[config.mk]
export PLATFORM = sky130hd
export DESIGN_NAME = demux_striping_flat
export DESIGN_NICKNAME = d
export VERILOG_FILES = /design/src/rtl/demux_striping_pkg.sv /design/src/rtl/demux_striping_if.sv /design/src/rtl/demux_striping.sv /design/src/flat_wrapper.sv
export SDC_FILE = /design/constraint.sdc
export NUM_CORES = 1
export LEC_CHECK = 0
export CORE_ASPECT_RATIO = 1.4
export CORE_UTILIZATION = 50
export CTS_BUF_LIST = sky130_fd_sc_hd__clkbuf_4
export DETAILED_ROUTE_END_ITERATION = 12
export PLACE_DENSITY = 0.82
export SETUP_SLACK_MARGIN = 0.05
export SLEW_MARGIN = 20
export SYNTH_ARGS = -nofsm -noshare
export SYNTH_HDL_FRONTEND = slang
export SYNTH_SLANG_ARGS = --single-unit
[constraint.sdc]
create_clock -name clk_2f -period 1.5 [get_ports clk_2f]
set_input_delay 0.15 -clock clk_2f [delete_from_list [all_inputs] [get_ports clk_2f]]
set_output_delay 0.15 -clock clk_2f [all_outputs]
set_load 0.005 [all_outputs]
[src/rtl/demux_striping_pkg.sv]
// Shared constants for the two-lane striping link.
// WIDTH_DEF   : word width carried on the serial stream and on each lane.
// STRETCH_DEF : clk_2f cycles per clk_f period, which is how long a lane
//               valid stays high after each load.
package demux_striping_pkg;

    localparam int WIDTH_DEF   = 32;
    localparam int STRETCH_DEF = 2;

    // The counter holds values 0..STRETCH-1, and it needs at least one bit.
    function automatic int stretch_cnt_w(input int stretch);
        return (stretch > 1) ? $clog2(stretch) : 1;
    endfunction

endpackage

[src/rtl/demux_striping_if.sv]
// Bus between the serial word source and the two lane outputs of the
// striping demux.
//   data_in / valid_in       : serial word stream (clk_2f domain)
//   data_out0 / valid_out0   : lane 0, which carries the even word of a pair
//   data_out1 / valid_out1   : lane 1, which carries the odd word of a pair
// Modport slave is the demux side. Modport master is the source/sink side.
interface demux_striping_if
    import demux_striping_pkg::*;
#(
    parameter int WIDTH = WIDTH_DEF
);
    logic [WIDTH-1:0] data_in;
    logic             valid_in;
    logic [WIDTH-1:0] data_out0;
    logic             valid_out0;
    logic [WIDTH-1:0] data_out1;
    logic             valid_out1;

    modport slave (
        input  data_in, valid_in,
        output data_out0, valid_out0, data_out1, valid_out1
    );

    modport master (
        output data_in, valid_in,
        input  data_out0, valid_out0, data_out1, valid_out1
    );
endinterface

[src/rtl/demux_striping.sv]
// Striping side of the two-lane link. The block deals consecutive valid
// words on clk_2f alternately to lane 0 and lane 1. When a pair completes,
// both lanes load at the same time and keep valid high for STRETCH cycles.
// If the stream gaps after the first word of a pair, that word is flushed
// alone on lane 0.
// Ports:
//   clk_2f  : clock for all state, rising edge
//   reset_L : asynchronous active-low reset
//   bus     : demux_striping_if.slave (input stream plus two registered lanes)
module demux_striping
    import demux_striping_pkg::*;
#(
    parameter int WIDTH   = WIDTH_DEF,
    parameter int STRETCH = STRETCH_DEF
)(
    input  logic             clk_2f,
    input  logic             reset_L,
    demux_striping_if.slave  bus
);

    localparam int CNT_W = stretch_cnt_w(STRETCH);
    localparam logic [CNT_W-1:0] CNT_LOAD = CNT_W'(STRETCH - 1);

    logic [WIDTH-1:0] hold_q, hold_d;
    logic             sel_q, sel_d;
    logic             pending_q, pending_d;
    logic [CNT_W-1:0] cnt_q, cnt_d;
    logic [WIDTH-1:0] data_out0_q, data_out0_d;
    logic [WIDTH-1:0] data_out1_q, data_out1_d;
    logic             valid_out0_q, valid_out0_d;
    logic             valid_out1_q, valid_out1_d;

    logic load_pair;
    logic load_flush;

    // A flush can only happen when valid_in is low. So these two loads
    // are mutually exclusive.
    assign load_pair  = bus.valid_in & sel_q;
    assign load_flush = ~bus.valid_in & pending_q;

    always_comb begin
        hold_d       = hold_q;
        sel_d        = sel_q;
        pending_d    = pending_q;
        cnt_d        = cnt_q;
        data_out0_d  = data_out0_q;
        data_out1_d  = data_out1_q;
        valid_out0_d = valid_out0_q;
        valid_out1_d = valid_out1_q;

        if (load_pair) begin
            data_out0_d  = hold_q;
            data_out1_d  = bus.data_in;
            valid_out0_d = 1'b1;
            valid_out1_d = 1'b1;
            cnt_d        = CNT_LOAD;
            pending_d    = 1'b0;
            sel_d        = 1'b0;
        end else if (load_flush) begin
            // A lone word goes out on lane 0. Lane 1 keeps its stale data
            // but stays invalid.
            data_out0_d  = hold_q;
            valid_out0_d = 1'b1;
            valid_out1_d = 1'b0;
            cnt_d        = CNT_LOAD;
            pending_d    = 1'b0;
            sel_d        = 1'b0;
        end else begin
            if (cnt_q == '0) begin
                valid_out0_d = 1'b0;
                valid_out1_d = 1'b0;
            end else begin
                cnt_d = cnt_q - 1'b1;
            end
            // The first word of a pair only parks in hold. The lanes keep
            // showing the previous pair until it finishes stretching.
            if (bus.valid_in) begin
                hold_d    = bus.data_in;
                pending_d = 1'b1;
                sel_d     = 1'b1;
            end
        end
    end

    always_ff @(posedge clk_2f or negedge reset_L) begin
        if (!reset_L) begin
            hold_q       <= '0;
            sel_q        <= 1'b0;
            pending_q    <= 1'b0;
            cnt_q        <= '0;
            data_out0_q  <= '0;
            data_out1_q  <= '0;
            valid_out0_q <= 1'b0;
            valid_out1_q <= 1'b0;
        end else begin
            hold_q       <= hold_d;
            sel_q        <= sel_d;
            pending_q    <= pending_d;
            cnt_q        <= cnt_d;
            data_out0_q  <= data_out0_d;
            data_out1_q  <= data_out1_d;
            valid_out0_q <= valid_out0_d;
            valid_out1_q <= valid_out1_d;
        end
    end

    assign bus.data_out0  = data_out0_q;
    assign bus.data_out1  = data_out1_q;
    assign bus.valid_out0 = valid_out0_q;
    assign bus.valid_out1 = valid_out1_q;

endmodule
[src/flat_wrapper.sv]
// flat-port wrapper written by rule: the top's interface ports become plain ports
module demux_striping_flat import demux_striping_pkg::*;
#(
    parameter int WIDTH   = WIDTH_DEF,
    parameter int STRETCH = STRETCH_DEF
)
  (clk_2f, reset_L, bus_data_in, bus_valid_in, bus_data_out0, bus_valid_out0, bus_data_out1, bus_valid_out1);
  demux_striping_if #(.WIDTH(WIDTH)) bus_i ();
  input  logic clk_2f;
  input  logic reset_L;
  input wire logic [$bits(bus_i.data_in)-1:0] bus_data_in;
  input wire logic [$bits(bus_i.valid_in)-1:0] bus_valid_in;
  output wire logic [$bits(bus_i.data_out0)-1:0] bus_data_out0;
  output wire logic [$bits(bus_i.valid_out0)-1:0] bus_valid_out0;
  output wire logic [$bits(bus_i.data_out1)-1:0] bus_data_out1;
  output wire logic [$bits(bus_i.valid_out1)-1:0] bus_valid_out1;
  assign bus_i.data_in = bus_data_in;
  assign bus_i.valid_in = bus_valid_in;
  assign bus_data_out0 = bus_i.data_out0;
  assign bus_valid_out0 = bus_i.valid_out0;
  assign bus_data_out1 = bus_i.data_out1;
  assign bus_valid_out1 = bus_i.valid_out1;
  demux_striping #(.WIDTH(WIDTH), .STRETCH(STRETCH)) u_core (.clk_2f(clk_2f), .reset_L(reset_L), .bus(bus_i));
endmodule
# Word-level counts from Yosys, hierarchy flattened
# Cells that the tools add are included.
# W data, S select, Z words.
# op_classes
n_addsub	1
bitwise_logic	5
reduce_logical	3
n_eq_ne	1
n_mux	13
# op_table
op	n
$mux W32	2
$mux W1	11
$ne A3 B3 Y1 const B	1
$not A1 Y1	3
$reduce_and A3 Y1	1
$reduce_bool A3 Y1	1
$and A1 B1 Y1	2
$reduce_bool A2 Y1	1
$sub A1 B1 Y1 const B	1
# totals
word_cells	30
regBits	100
output_inout_bits	66

# Longest topological paths before layout
# Gate-level depths: netlist (run 1).
# logic_depth
ltp_word	4
mapped_depth	5
depth_no_buf	2

# Worst setup path before layout (run 1)
# OpenSTA, ideal clock, no wires.
# synth_timing
path_kind	register -> register
startpoint	register u_core.sel_q
endpoint	register u_core.hold_q[10]
setup_slack_ns	0.203
arrival_time_ns	1.171
path_stages_with_launch	6
setup_time_ns	0.125
required_time_ns	1.375
path_buffers	3
cell_sequence	dfrtp_1 > buf_6 > nor2b_2 > buf_6 > buf_6 > mux2_4
# synth_via
elab_chain_len	3
word_cells_on_any_way	5
# synth_rtl
item	line_no	rtl
start, declared	demux_striping.sv:25	logic sel_q, sel_d;
start signal, assigned	demux_striping.sv:97	sel_q <= sel_d;
$and A1 B1 Y1 (on tied branches)	--	
$not A1 Y1 (no source line)	--	
$reduce_and A3 Y1 (no source line) *	--	
end signal, assigned	demux_striping.sv:96	hold_q <= hold_d;
end, declared	demux_striping.sv:24	logic [WIDTH-1:0] hold_q, hold_d;
# Mark *: on every way between the ends. The rest lies on a longest branch, timed or not.
# A chain may end at the register's enable or synchronous reset.

# Worst setup path after layout (run 1)
# layout_timing
startpoint	register u_core.sel_q
endpoint	register u_core.hold_q[1]
# The elaborated chain is that of the path after synthesis.

==> results.yml, run 1 <==
routing:
  avgViaCountPerCell: 4.940
  drt_iter0_drc: 76
  dr.pass1.iters: 3
  vias: 2139
  drcViolationCount: 0
  avgRoutedWirePerCell_um: 16.54
  ant_nets: 0
  drt-total-wl_um: 7161
job:
  drv_cap: 0
global_routing:
  track_usage_pct: 20.27
  first_global_vias: 2384
  grt_max_degree: 44
  antenna_found_initial: 0
  grt_pass1_wl_um: 12040
  grt-ovfl-total: 0
synth:
  ys.flop_type: "dfrtp_1"
  syn_area_per_cell_um2: 18.00
  synthAdderAreaFrac_pct: 0
  synth_seq_cells: 100
  synth_nets: 248
  synth-simple-area-share_pct: 0.6852
  synthDistinctLibCells: 11
  yosys.area.top_type_share_pct: 65.25
  synth_xor_area_share_pct: 0
  yosys-top-cells-count: "100 x dfrtp_1, 67 x mux2_2, 29 x mux2_4"
  synthCells: 213
  synth-seq-area-share_pct: 65.25
  synth_area_um2: 3835
  yosysMostFrequentCell: "dfrtp_1"
  synth_mux_area_share_pct: 31.03
  ys_async_sr_fraction_pct: 100.0
  yosysTopAreaCell: "dfrtp_1"
  synth.top_cells.by_area: "dfrtp_1 65%, mux2_2 20%, mux2_4 11%"
  synth_top_family_by_area: "multiplexers"
  synth_edf_count: 0
  ys_warn_count: 0
  synth_compound_area_share_pct: 0.1958
critical_path:
  crit_required_ns: 1.84
  path_class: "reg2reg"
  cp_top_family: "flip-flops"
  endpoint_kind: "flop"
  worstPathMaxFanout: 20
  cp_cell_sequence: "nor2b_4 -> buf_12 -> mux2_2"
  critPathBufInv: 1
  cp_slowest_cell: "dfrtp_2"
  critPathArrivalTime_ns: 1.66
  slowest_delay_ns: 0.47
  cp-start-kind: "flop"
  ff2ff_setup_slack_ns: 0.18
placed_design:
  dp.final_hpwl_um: 5045
  numPortBuffers: 100
  gp_routability_congestion: 0.7108
floorplanning:
  rows: 37
  start_util_pct: 51.77
  coreArea_um2: 7407
  die_width_um: 76.02
  die_y_um: 105.6
  die_area_um2: 8029
  io_pins: 101
sta:
  rsz0062_at_grt: "false"
  tns_ns: 0
  worst_slew_pin_slew_ns: 0.3425
  finClkSkew_ns: 0.01154
  period_share_pct: 88.15
  fmax_mhz: 756.3
  finalSetupViolCount: 0
  final_max_slew_viol_count: 0
  slew_headroom_pct: 77.16
  finalHoldViolations: 0
  period_minus_slack_ns: 1.322
pwr:
  total_leakage_power_uw: 0.002383
  totalPowerFinal_uw: 6355
  peakVddDrop_v: 0.0007966
  powerDensity_nw_per_um2: 1240
worst_hold_path:
  hold_class: "in2async"
clocking:
  clockRootBuffer: "clkbuf_4"
  htree_levels: 3
  clock_sinks: 100
  cts_buffers: 9
  clkLatencyLatePin_ns: 0.45
  cts.clk_slew.worst_paths_ns: 0.13
  cts_tree: "built"
  clockBufferDepth: 2
final_layout:
  antenna_cells: 0
  nets: 366
  area_delta_synth_final_pct: 33.64
  drive_above_1_share_pct: 39.29
  fillers: 555
  finish.utilization_pct: 69.19
run_status:
  status: "finished, final reports clean"
[state kept, by name (all words and copies together), names as in the netlist]
name	cells
u_core.bus.data_out0	32
u_core.bus.data_out1	32
u_core.hold_q	32
u_core.bus.valid_out0	1
u_core.bus.valid_out1	1
u_core.cnt_q	1
u_core.sel_q	1
[per-stage QoR]
stage	hold WS [ns]	area (µm²)	instances	setup WS (ns)
after CTS	0.1193	5125	433	0.1654
after global placement	0.07600	4995	407	-0.005934
after detailed placement	0.07994	4995	407	-0.06617
after floorplan	-0.1456	3835	213	0.2035
after global routing	0.1165	5125	433	0.1339
final	0.1394	5125	433	0.1777
[kinds of logic (layout without fill, tap and decap cells)]
family	count (synthesis)	count (layout)
AO/OA/AOI/OAI	1	1
buffers and inverters	12	135
flip-flops	100	100
multiplexers	96	96
AND/OR/NAND/NOR	4	4
[cells in the final DEF (no fill, tap or decap)]
cell type	n
nand2_1	1
a21o_1	1
clkinv_1	2
clkdlybuf4s50_1	33
mux2_2	67
nor2b_4	1
clkbuf_4	13
mux2_4	29
nand3b_1	1
dfrtp_1	99
dlygate4sd2_1	66
buf_4	13
dlygate4sd3_1	1
dfrtp_2	1
buf_12	6
bufinv_16	1
nand2_2	1
[power breakdown]
group          switching [µW]  leakage [µW]  internal [µW]
combinational             504       0.00113           1020
clock                     800     0.0000771            576
sequential                254       0.00118           3200
total                    1560       0.00238           4800
[repair_timing]
action | in CTS | in global routing
hold buffers | 1 | 0
setup endpoints to repair | 66 | 0
resized for setup | 66 | 0
endpoints found under the hold margin | 100 | 0
buffers inserted | 9 | 0
[cell type report]
type                    instances  area, µm²  area share (%)
repair buffers                119       1136           22.17
clock buffers                  13      97.59           1.904
clock inverters                 3      37.54          0.7324
well taps                      97      121.4           2.368
multi-input cells             101       1229           23.97
flip-flops and latches        100       2504           48.85
[final timing paths]
check                                    start                       end  cells after the start
worst min-delay path                   reset_L   u_core.bus.data_out1[1]                      2
worst max register to register    u_core.sel_q          u_core.hold_q[1]                      3
min in group clk_2f             bus_data_in[6]          u_core.hold_q[6]                      2
worst min register to register    u_core.cnt_q     u_core.bus.valid_out0                      1
worst max-delay path              u_core.sel_q          u_core.hold_q[1]                      3
max in group asynchronous              reset_L  u_core.bus.data_out0[25]                      3
[metal layers]
layer,global-route usage (%),vias up,part of all wire [%]
li1,-,981,-
met1,25.01,1080,42
met2,32.40,66,51
met3,6.407,12,5.4
met4,9.753,0,1.7
met5,0,-,0
Power figures use the tool's default switching activity.
==> inputs of run 2 (changes only) <==
Settings changed: CAP_MARGIN from default to 15.
==> results of run 2 <==
No change in the layout: final DEF, timing and power equal those of run 1.
